## src/rtl/audio_i2s_tx.sv

```systemverilog
// audio_i2s_tx: I2S master transmitter fed by a stream-side sample FIFO.
// Each 32-slot frame carries one 32-bit word: left sample [31:16], right sample [15:0].
module audio_i2s_tx #(
   parameter int FIFO_DEPTH = 8,
   parameter int BCLK_DIV   = 4
) (
   input  logic                          clk,
   input  logic                          rst,
   input  logic                          enable,
   input  logic [31:0]                   s_axis_tdata,
   input  logic                          s_axis_tvalid,
   output logic                          s_axis_tready,
   input  logic                          s_axis_tlast,
   output logic                          i2s_bclk,
   output logic                          i2s_lrclk,
   output logic                          i2s_dout,
   output logic [$clog2(FIFO_DEPTH):0]   fifo_level,
   output logic                          underrun
);
   localparam int AW = $clog2(FIFO_DEPTH);
   localparam int CW = $clog2(BCLK_DIV + 1);
   logic [31:0]   mem [FIFO_DEPTH];
   logic [AW-1:0] wptr, rptr;
   logic [AW:0]   level;
   logic [CW-1:0] div_cnt;
   logic [4:0]    slot, nslot;
   logic [31:0]   frame;
   logic          wrap, fall, load, push, pop;
   logic          unused_tlast;
   assign unused_tlast  = s_axis_tlast;
   assign nslot         = slot + 5'd1;
   assign wrap          = div_cnt == CW'(BCLK_DIV - 1);
   assign fall          = wrap && i2s_bclk;
   assign load          = fall && nslot == 5'd0;
   assign s_axis_tready = !rst && enable && level < (AW+1)'(FIFO_DEPTH);
   assign push          = s_axis_tvalid && s_axis_tready;
   assign pop           = load && level != '0;
   assign fifo_level    = level;
   always_ff @(posedge clk)
      if (push) mem[wptr] <= s_axis_tdata;
   // Disable behaves exactly like reset, so re-enable always restarts a clean frame.
   always_ff @(posedge clk) begin
      if (rst || !enable) begin
         wptr      <= '0;
         rptr      <= '0;
         level     <= '0;
         div_cnt   <= '0;
         i2s_bclk  <= 1'b0;
         slot      <= 5'd31;
         i2s_lrclk <= 1'b0;
         i2s_dout  <= 1'b0;
         frame     <= '0;
         underrun  <= 1'b0;
      end else begin
         div_cnt  <= wrap ? '0 : div_cnt + 1'b1;
         underrun <= load && level == '0;
         if (wrap) i2s_bclk <= !i2s_bclk;
         // Slot k sends frame[32-k]; slot 0 maps to bit 0 of the outgoing frame (one-bit delay).
         if (fall) begin
            slot      <= nslot;
            i2s_lrclk <= nslot[4];
            i2s_dout  <= frame[5'd0 - nslot];
         end
         if (load) frame <= pop ? mem[rptr] : '0;
         if (push) wptr <= wptr + 1'b1;
         if (pop) rptr <= rptr + 1'b1;
         level <= level + (AW+1)'(push) - (AW+1)'(pop);
      end
   end
endmodule

```

## config.mk

```make
export PLATFORM = sky130hd
export DESIGN_NAME = audio_i2s_tx
export DESIGN_NICKNAME = d
export VERILOG_FILES = /design/src/rtl/audio_i2s_tx.sv
export SDC_FILE = /design/constraint.sdc
export NUM_CORES = 1
export LEC_CHECK = 0
export CORE_ASPECT_RATIO = 0.7
export CORE_MARGIN = 5
export CORE_UTILIZATION = 60
export DETAILED_ROUTE_END_ITERATION = 12
export PLACE_DENSITY = 0.79
export SYNTH_ARGS = -nofsm -noshare
export SYNTH_HDL_FRONTEND = slang
export SYNTH_SLANG_ARGS = --single-unit
```

## constraint.sdc

```tcl
create_clock -name clk -period 5.85 [get_ports clk]
set_input_delay 1.4625 -clock clk [delete_from_list [all_inputs] [get_ports clk]]
set_output_delay 1.4625 -clock clk [all_outputs]
set_load 0.03 [all_outputs]
```

==> impl_metrics.py <==
metrics = {
    "power": {
        "switching_power_mw": 0.806,
        "power.leakage_nw": 4.32,
        "intPower_mw": 3.47,
        "peakVddDrop_v": 0.000265,
        "combPwrFrac_pct": 2.0,
        "power.clock.fraction_pct": 41.5,
        "powerDensity_nw_per_um2": 309,
        "pwr-share-seq_pct": 56.6,
        "switching_share_pct": 18.9,
    },
    "timing": {
        "finalMaxSlewViolations": 0,
        "clock_skew_ns": 0.00816,
        "maxSlewHeadroom_pct": 35.5,
        "post-route-min-period_ns": 4.28,
        "hold_viol": 0,
        "clock.fmax_mhz": 234,
        "post-route-period-util_pct": 73.1,
        "rsz0062_at_grt": "no",
        "worst_slack_ns": 1.57,
        "tns_ns": 0,
        "worst-slew-pin-transition_ns": 0.967,
        "setup_viol": 0,
    },
    "critical_path": {
        "worst_path_max_delay_cell": "clkdlybuf4s50_1",
        "cp.arrival_ns": 2.82,
        "cp_num_buf_inv": 2,
        "cp-end-kind": "output pin",
        "worstPathMaxFanout": 2,
        "cp_cell_sequence": "clkdlybuf4s50_1 > nand2b_2 > nor2_1 > clkdlybuf4s50_1",
        "cp-start-kind": "input port",
        "path_class": "in2out",
        "worst_path_largest_cell_delay_ns": 0.67,
        "crit_required_ns": 4.39,
        "cpLargestDelayFamily": "buffers and inverters",
        "crit_top_cell": "clkdlybuf4s50_1",
    },
    "run": {
        "maxCapViolCount": 0,
    },
    "grt": {
        "grt_max_degree": 65,
        "grt_pass1_vias": 6229,
        "overflow": 0,
        "grt_usage_pct": 19.8,
        "grt_pass1_wl_mm": 35.6,
        "met3_usage_pct": 3.25,
        "busiest_layer": "met2",
        "met2_usage_pct": 32.7,
        "use_met1_pct": 29.1,
        "antenna_found_initial": 0,
    },
    "floorplanning": {
        "die_y_um": 129,
        "start_util_pct": 61.2,
        "die-area_um2": 23200,
        "dieWidth_um": 180,
        "pin_count": 46,
        "core_area_um2": 19900,
        "rows": 43,
    },
    "logic_synthesis": {
        "synthesis.area_um2": 12100,
        "synth-edff-count": 256,
        "ys_seq_area_share_pct": 72.7,
        "yosys.area.top_type": "edfxtp_1",
        "synth_commonest_cells": "edfxtp_1 (256), mux4_2 (73), dfxtp_1 (57)",
        "synth_cell_types": 39,
        "synth.top_cells.by_area": "edfxtp_1 (63%), mux4_2 (14%), dfxtp_1 (9.4%)",
        "ys.warnings.count": 0,
        "synth_cells": 626,
        "synth_nets": 676,
        "synth.most_common_cell": "edfxtp_1",
        "synth-seq-cells": 313,
        "synth_top_area_share_pct": 63.3,
        "ys.flop_type": "edfxtp_1",
        "syn-mean-instance-area_um2": 19.4,
        "synthArstFlopShare_pct": 0,
    },
    "cts": {
        "cts_setup_buffers": 0,
        "ctsLongestPathBuffers": 3,
        "cts_made_buffers": 28,
        "insertion_delay_ns": 0.53,
        "ctsHoldBuffers": 0,
        "clkSinkCount": 313,
        "ctsResizeCount": 0,
        "cts.htree.levels": 1,
        "clk_pin_slew_worst_paths_ns": 0.07,
        "root_buffer": "clkbuf_16",
        "cts_tree": "yes",
    },
    "detailed_routing": {
        "wl_per_cell_um": 22.9,
        "dr_total_vias": 5927,
        "drc": 0,
        "antenna_left": 0,
        "viasPerCell": 6.09,
        "drtPass1Iterations": 4,
        "drt-total-wl_mm": 22.3,
        "drt_iter0_markers": 505,
    },
    "layout": {
        "nets": 731,
        "multi_input_area_um2": 3170,
        "drive_above_1_share_pct": 26.3,
        "seq_area_um2": 8830,
        "area_growth_pct": 13.9,
        "antenna_cells": 0,
        "nFillCells": 1208,
        "final_cells": 973,
        "final_cell_area_um2": 13800,
    },
    "place": {
        "dpl.hpwl_mm": 12.4,
        "port_buffers": 44,
        "place_area_um2": 12900,
        "dp_cells": 921,
        "dp_slack_ns": 1.52,
        "gp_routability_congestion": 0.771,
    },
    "hold_path": {
        "hold_path_class": "reg2reg",
    },
    "run_status": {
        "status": "finished, final reports clean",
    },
}
==> layer usage <==
metal,vias up,routed length (um)
met5,-,0
met4,0,354
met2,200,10600
met1,3082,9910
met3,33,1380
li1,2612,-
==> worst reg2reg max path, delay by kind of cell (launching register included) <==
kind | cells | cell delay, ns
AOI/OAI and AO/OA | 1 | 0.12
xor gates and xnor gates | 2 | 0.36
buffers and inverters | 3 | 0.52
and+or+nand+nor | 3 | 0.26
DFF | 1 | 0.85
adders and majority gates | 5 | 1.57
==> layout by cell type (no fill, tap or decap), types with 2 or more instances in the layout <==
cell	instances
and2_1	2
nand2b_1	2
nand3_1	2
ha_1	12
bufinv_16	2
nor2_1	46
nor2_4	6
mux4_2	73
inv_1	7
nand4_1	2
buf_4	17
clkdlybuf4s50_1	44
clkinv_2	8
nor2b_1	3
and3_2	2
nor3_1	5
a21oi_1	2
clkbuf_1	4
clkbuf_8	2
edfxtp_1	256
clkinv_4	2
o21ai_0	2
clkbuf_16	29
nor3_2	2
xor2_1	8
mux2i_1	7
a21oi_2	2
xnor2_1	5
dfxtp_1	55
a22oi_1	32
mux2_2	32
clkinv_1	5
nand2_1	11
==> flip-flops by register name, summed over array words and instances (netlist names), named ones only <==
register,count
frame,32
i2s_bclk,1
underrun,1
mem,256
i2s_lrclk,1
fifo_level,4
i2s_dout,1
rptr,3
slot,5
div_cnt,3
wptr,3
==> final cells by class <==
class                      count  area share (%)
sequential                   313            63.8
multi-input combinational    270            22.9
clock buffer                  35            5.55
timing repair buffer          61            4.11
tap                          270            2.44
clock inverter                17           0.986
inverter                       7           0.190
==> kinds of logic (layout without fill, tap and decap cells) <==
| kind of cell | Yosys count | in the layout | synth area share [%] |
|---|---|---|---|
| flops | 313 | 313 | 72.7 |
| mux | 112 | 112 | 17.1 |
| simple gates | 88 | 88 | 3.25 |
| buf+inv | 43 | 120 | 1.73 |
| compound gates | 42 | 42 | 2.56 |
| xor+xnor | 15 | 15 | 1.30 |
| fa+ha+maj | 13 | 13 | 1.40 |
==> final timing paths <==
| check | slack [ns] | endpoint | from | cells past startpoint |
|---|---|---|---|---|
| max | 1.57 | s_axis_tready | rst | 4 |
| max reg2reg | 2.04 | fifo_level[2] | slot[0] | 14 |
| min reg2reg | 0.43 | div_cnt[0] | div_cnt[0] | 1 |
| min | 0.43 | div_cnt[0] | div_cnt[0] | 1 |
==> power by group through the flow <==
stage | logic [mW] | clock network [mW] | registers [mW]
finish | 0.0837 | 1.77 | 2.42
detailed placement | 0.0838 | 0 | 2.47
global placement | 0.0789 | 0 | 2.47
CTS | 0.0845 | 1.81 | 2.42
global route | 0.0911 | 1.90 | 2.42
floorplan | 0.0263 | 0 | 2.47
==> per-stage QoR <==
step	utilization, %	power, mW	hold WS, ns
3_3_place_gp	65.1	2.55	0.412
2_1_floorplan	-	2.50	0.404
4_1_cts	69.7	4.31	0.429
6_report	69.7	4.28	0.426
3_5_place_dp	65.1	2.55	0.420
5_1_grt	69.7	4.41	0.456
Power figures use the tool's default switching activity.
==> patch 1 (same flow settings) <==
Set the parameter `BCLK_DIV` to 8 (it was 4).
--- a/src/rtl/audio_i2s_tx.sv
+++ b/src/rtl/audio_i2s_tx.sv
@@ -2,7 +2,7 @@
 // Each 32-slot frame carries one 32-bit word: left sample [31:16], right sample [15:0].
 module audio_i2s_tx #(
    parameter int FIFO_DEPTH = 8,
-   parameter int BCLK_DIV   = 4
+   parameter int BCLK_DIV   = 8
 ) (
    input  logic                          clk,
    input  logic                          rst,
Formal check against the unedited RTL: not equivalent (Yosys sat finds a counterexample within 10 cycles, from zero or initial values).
==> patch 1 against the unedited design <==
- clock power up 9%
- clock skew up 4.5 ps
- setup slack worse by 33 ps
- total power up 3.6%
- via count up 3.2%
- synthesized cell count up 6.4%
- cell area up 0.92%
- routed wire length up 5.2%
- area after synthesis up 0.21%
- first-iteration DRC count up 6.3%
- non-clock buffer count down 4
- sequential cell count up 1
- worst hold slack better by 35 ps
==> patch 1: results (changes against the unedited design) <==
outcome:
  outcome: "finished clean"  # unchanged
clock_tree:
  cts_inserted_buffers: 29  # was 28
  clock_latency_ps: 550  # was 530 ps
cells_and_area:
  multi_input_area_mm2: 0.00319  # was 0.00317 mm2
  nNonClkBuffers: 57  # was 61
  n_fill_cell: 1174  # was 1208
  buffer_area_share_pct: 4.03  # was 4.11%
  finalNetCount: 767  # was 731
  final-clk-cell-share_pct: 7.12  # was 6.54%
  layout-drive-gt1-share_pct: 20.5  # was 26.3%
  multi_input_gates: 309  # was 270
critical_path:
  reg2reg_to: "fifo_level[3]$_SDFF_PP0_"  # was fifo_level[2]$_SDFF_PP0_
  cp.arrival_ps: 2850  # was 2820 ps
  r2r_setup_slack_ps: 2380  # was 2040 ps
  reg2regPathDepth: 13  # was 14
global_routing:
  grt_util_all_layers_pct: 20.4  # was 19.8%
  grt_pass1_wl_mm: 36.7  # was 35.6 mm
  first_global_vias: 6352  # was 6229
pwr:
  power_leakage_nw: 4.37  # was 4.32 nW
  vdd_drop_max_v: 0.000265  # about the same
place:
  place_hpwl_mm: 12.7  # was 12.4 mm
  gp_congestion: 0.740  # was 0.771
  dpl_worst_slack_ps: 1410  # was 1520 ps
synth:
  synthAdderAreaFrac_pct: 1.30  # was 1.40%
  synth.area.top_cells: "edfxtp_1 (63%), mux4_2 (14%), dfxtp_1 (9.5%), mux2i_1 (3.1%), nor2_1 (2.7%)"  # was edfxtp_1 (63%), mux4_2 (14%), dfxtp_1 (9.4%), mux2_2 (3.0%), a22oi_1 (2.0%)
  yosysUniqueCellTypes: 38  # was 39
  synth_mux_area_share_pct: 16.6  # was 17.1%
  synth-compound-area-share_pct: 1.91  # was 2.56%
  syn_nets: 715  # was 676
  synth_area_per_cell_um2: 18.3  # was 19.4 um2
  synth_seq_area_share_pct: 72.7  # about the same
  ys_warn_count: 0  # unchanged
detailed_routing:
  vias_per_cell: 6.05  # was 6.09
  wire_per_inst_um: 23.2  # was 22.9 um
  drtPass1Iterations: 5  # was 4
sta:
  skew_ps: 12.7  # was 8.16 ps
-- patch 1: cell count changes after synthesis, sizes merged, moves of 2 or more --
cell	before	now
a22oi	32	0
nor2	52	86
mux2	32	0
clkbuf	15	20
buf	21	16
nand3	2	4
nand2	11	14
mux2i	7	38
a21oi	4	37
-- patch 1: power breakdown --
part	switching (W)	leakage (nW)	internal, W
clock	0.000799	0.494	0.00113
combinational	0.0000470	1.10	0.0000336
sequential	0.00000366	2.78	0.00242
-- patch 1: worst max-delay path by stage --
stage                           endpoint  slack, ps  cells past startpoint
floorplan            mem[0][0]$_DFFE_PP_       1000                      4
global placement    mem[6][30]$_DFFE_PP_       1490                      6
detailed placement  mem[6][30]$_DFFE_PP_       1410                      6
CTS                        s_axis_tready       1530                      4
global route               s_axis_tready       1500                      4
finish                     s_axis_tready       1540                      4
-- patch 1: metal layers --
| layer | GRT usage (%) | vias up | wire, um |
|---|---|---|---|
| met3 | 3.28 | 55 | 1340 |
| met1 | 29.8 | 3152 | 10300 |
| li1 | - | 2688 | - |
| met5 | 0 | - | 0 |
| met4 | 5.29 | 0 | 625 |
| met2 | 33.1 | 224 | 11100 |
-- patch 1: metrics by stage --
stage               util, %  cell area (um2)  hold WS [ps]
floorplan                 -            12200           418
global placement       65.3            13000           425
detailed placement     65.3            13000           450
CTS                    70.3            14000           460
global route           70.3            14000           496
finish                 70.3            14000           460
-- patch 1: worst max-delay path, cell delays in order --
cell and delay (ps):
clkdlybuf4s50_1 430, nand2b_2 190, nor2_1 90, clkdlybuf4s50_1 670
==> patch 2 (same settings) <==
Without the edit above. Put one more register stage on the output `fifo_level`, without a reset. The value now appears one clock later. The other outputs are not delayed to match.
--- a/src/rtl/audio_i2s_tx.sv
+++ b/src/rtl/audio_i2s_tx.sv
@@ -35,7 +35,9 @@
    assign s_axis_tready = !rst && enable && level < (AW+1)'(FIFO_DEPTH);
    assign push          = s_axis_tvalid && s_axis_tready;
    assign pop           = load && level != '0;
-   assign fifo_level    = level;
+   always_ff @(posedge clk) begin
+      fifo_level <= level;
+   end
    always_ff @(posedge clk)
       if (push) mem[wptr] <= s_axis_tdata;
    // Disable behaves exactly like reset, so re-enable always restarts a clean frame.
Behaviour: not the same (Yosys sat finds a counterexample within 4 cycles, from zero or initial values).
==> patch 2 against the unedited design <==
- cell area increased by 0.56%
- total power increased by 0.68%
- setup slack got worse by 40 ps
- first-iteration DRC count increased by 8.5%
- routed wire length decreased by 0.28%
- sequential cell count increased by 4
- cell count increased by 0.31%
- area after synthesis increased by 0.85%
- critical endpoint unchanged
- largest cell class unchanged
- highest routed layer unchanged
==> patch 2: results (changes against the unedited design) <==
pwr:
  power_leakage_nw: 4.34  # was 4.32 nW
  vdd_drop_max_v: 0.000212  # was 0.000265 V
synth:
  synthArstFlopShare_pct: 0  # unchanged
  syn_nets: 680  # was 676
  synth-edff-count: 256  # unchanged
  ys_warn_count: 0  # unchanged
  synth_seq_area_share_pct: 72.7  # about the same
  syn-instance-count: 630  # was 626
  synth_common_cells: "edfxtp_1 (256), mux4_2 (73), dfxtp_1 (61)"  # was edfxtp_1 (256), mux4_2 (73), dfxtp_1 (57)
  synth.area.top_cells: "edfxtp_1 (63%), mux4_2 (13%), dfxtp_1 (10%), mux2_2 (2.9%), a22oi_1 (2.0%)"  # was edfxtp_1 (63%), mux4_2 (14%), dfxtp_1 (9.4%), mux2_2 (3.0%), a22oi_1 (2.0%)
  yosysUniqueCellTypes: 38  # was 39
sta:
  report.final.slew_viol_count: 0  # unchanged
  hold_slack_ps: 363  # was 426 ps
  skew_ps: 9.29  # was 8.16 ps
  finalSetupTns_ps: 0  # unchanged
  relSlewSlack_pct: 36.6  # was 35.5%
global_routing:
  antenna_found_initial: 0  # unchanged
  grt_pass1_wl_mm: 35.5  # was 35.6 mm
  grt_util_all_layers_pct: 19.6  # was 19.8%
  first_global_vias: 6266  # was 6229
  grt_use_met1_pct: 29.1  # about the same
  grtUsageMet2_pct: 31.7  # was 32.7%
  use_met3_pct: 3.20  # was 3.25%
  grt_max_degree: 65  # unchanged
critical_path:
  r2r_setup_slack_ps: 2520  # was 2040 ps
  slowest_stage: "clkdlybuf4s50_1"  # unchanged
  slowest_delay_ps: 680
  crit_fanout: 2  # unchanged
  cp.arrival_ps: 2850  # was 2820 ps
detailed_routing:
  drt_iter0_markers: 548  # was 505
  vias: 5962  # was 5927
  drtPass1Iterations: 5  # was 4
  totalWireLength_mm: 22.2  # was 22.3 mm
  vias_per_cell: 6.11  # was 6.09
clock_tree:
  path_clk_slew_ps: 60
  clock_latency_ps: 540
  ctsRootBufferMaster: "clkbuf_16"  # unchanged
  cts_resized: 0  # unchanged
  htree_levels: 1  # unchanged
  cts_inserted_buffers: 28  # unchanged
  cts_max_path_buffers: 3  # unchanged
place:
  placed_cells: 924  # was 921
  io_buffers: 44  # unchanged
  place_hpwl_mm: 12.8  # was 12.4 mm
  gp_congestion: 0.823  # was 0.771
  place_area_mm2: 0.0130  # was 0.0129 mm2
cells_and_area:
  layout-drive-gt1-share_pct: 25.8  # was 26.3%
  finalNetCount: 734  # was 731
  reg_top3: "mem (256), frame (32), slot (5)"  # unchanged
  num_antenna_cells: 0  # unchanged
outcome:
  outcome: "finished clean"  # unchanged
-- patch 2: logic make-up (layout without fill, tap and decap cells) --
group           count (synthesis)  in the layout  share of synthesized area [%]
compound gates                 42             42                           2.54
buf+inv                        43            119                           1.91
xor+xnor                       15             15                           1.29
flops                         317            317                           72.7
simple gates                   88             88                           3.23
mux                           112            112                           16.9
fa+ha+maj                      13             13                           1.39
-- patch 2: final cells by class --
type | count | area, um2
Inverter | 7 | 26.3
Clock buffer | 43 | 870
Tap cell | 270 | 338
Fill cell | 1183 | 6050
Clock inverter | 9 | 40.0
Timing Repair Buffer | 60 | 561
Sequential cell | 317 | 8910
Multi-Input combinational cell | 270 | 3170
-- patch 2: worst paths after layout --
check	startpoint	endpoint	cells after the start
hold reg to reg	level[2]$_SDFF_PP0_	fifo_level[2]$_DFF_P_	0
setup reg to reg	slot[0]$_SDFFE_PP1P_	level[2]$_SDFF_PP0_	13
setup / recovery	rst	s_axis_tready	4
hold / removal	level[2]$_SDFF_PP0_	fifo_level[2]$_DFF_P_	0
-- patch 2: per-stage QoR --
stage	total power [W]	setup slack, ps	util (%)
after floorplan	0.00252	1040	-
after global placement	0.00257	1510	65.2
after detailed placement	0.00258	1470	65.2
after CTS	0.00434	1530	69.7
after global routing	0.00444	1480	69.7
final	0.00431	1530	69.7
-- patch 2: per-layer routing --
layer | share of wire, % | wire length (um)
met5 | 0 | 0
met4 | 1.9 | 423
met3 | 6.6 | 1460
met2 | 48 | 10700
met1 | 43 | 9630
-- patch 2: where the power goes --
group          switching, W  internal [W]   total, W
clock              0.000756       0.00102    0.00178
sequential       0.00000342       0.00244    0.00245
combinational     0.0000475     0.0000365  0.0000840
total              0.000807       0.00350    0.00431
-- patch 2: worst max-delay path, delay by kind of cell --
family	cells	cell delay, ps
buffers and inverters	2	1090
and+or+nand+nor	2	300
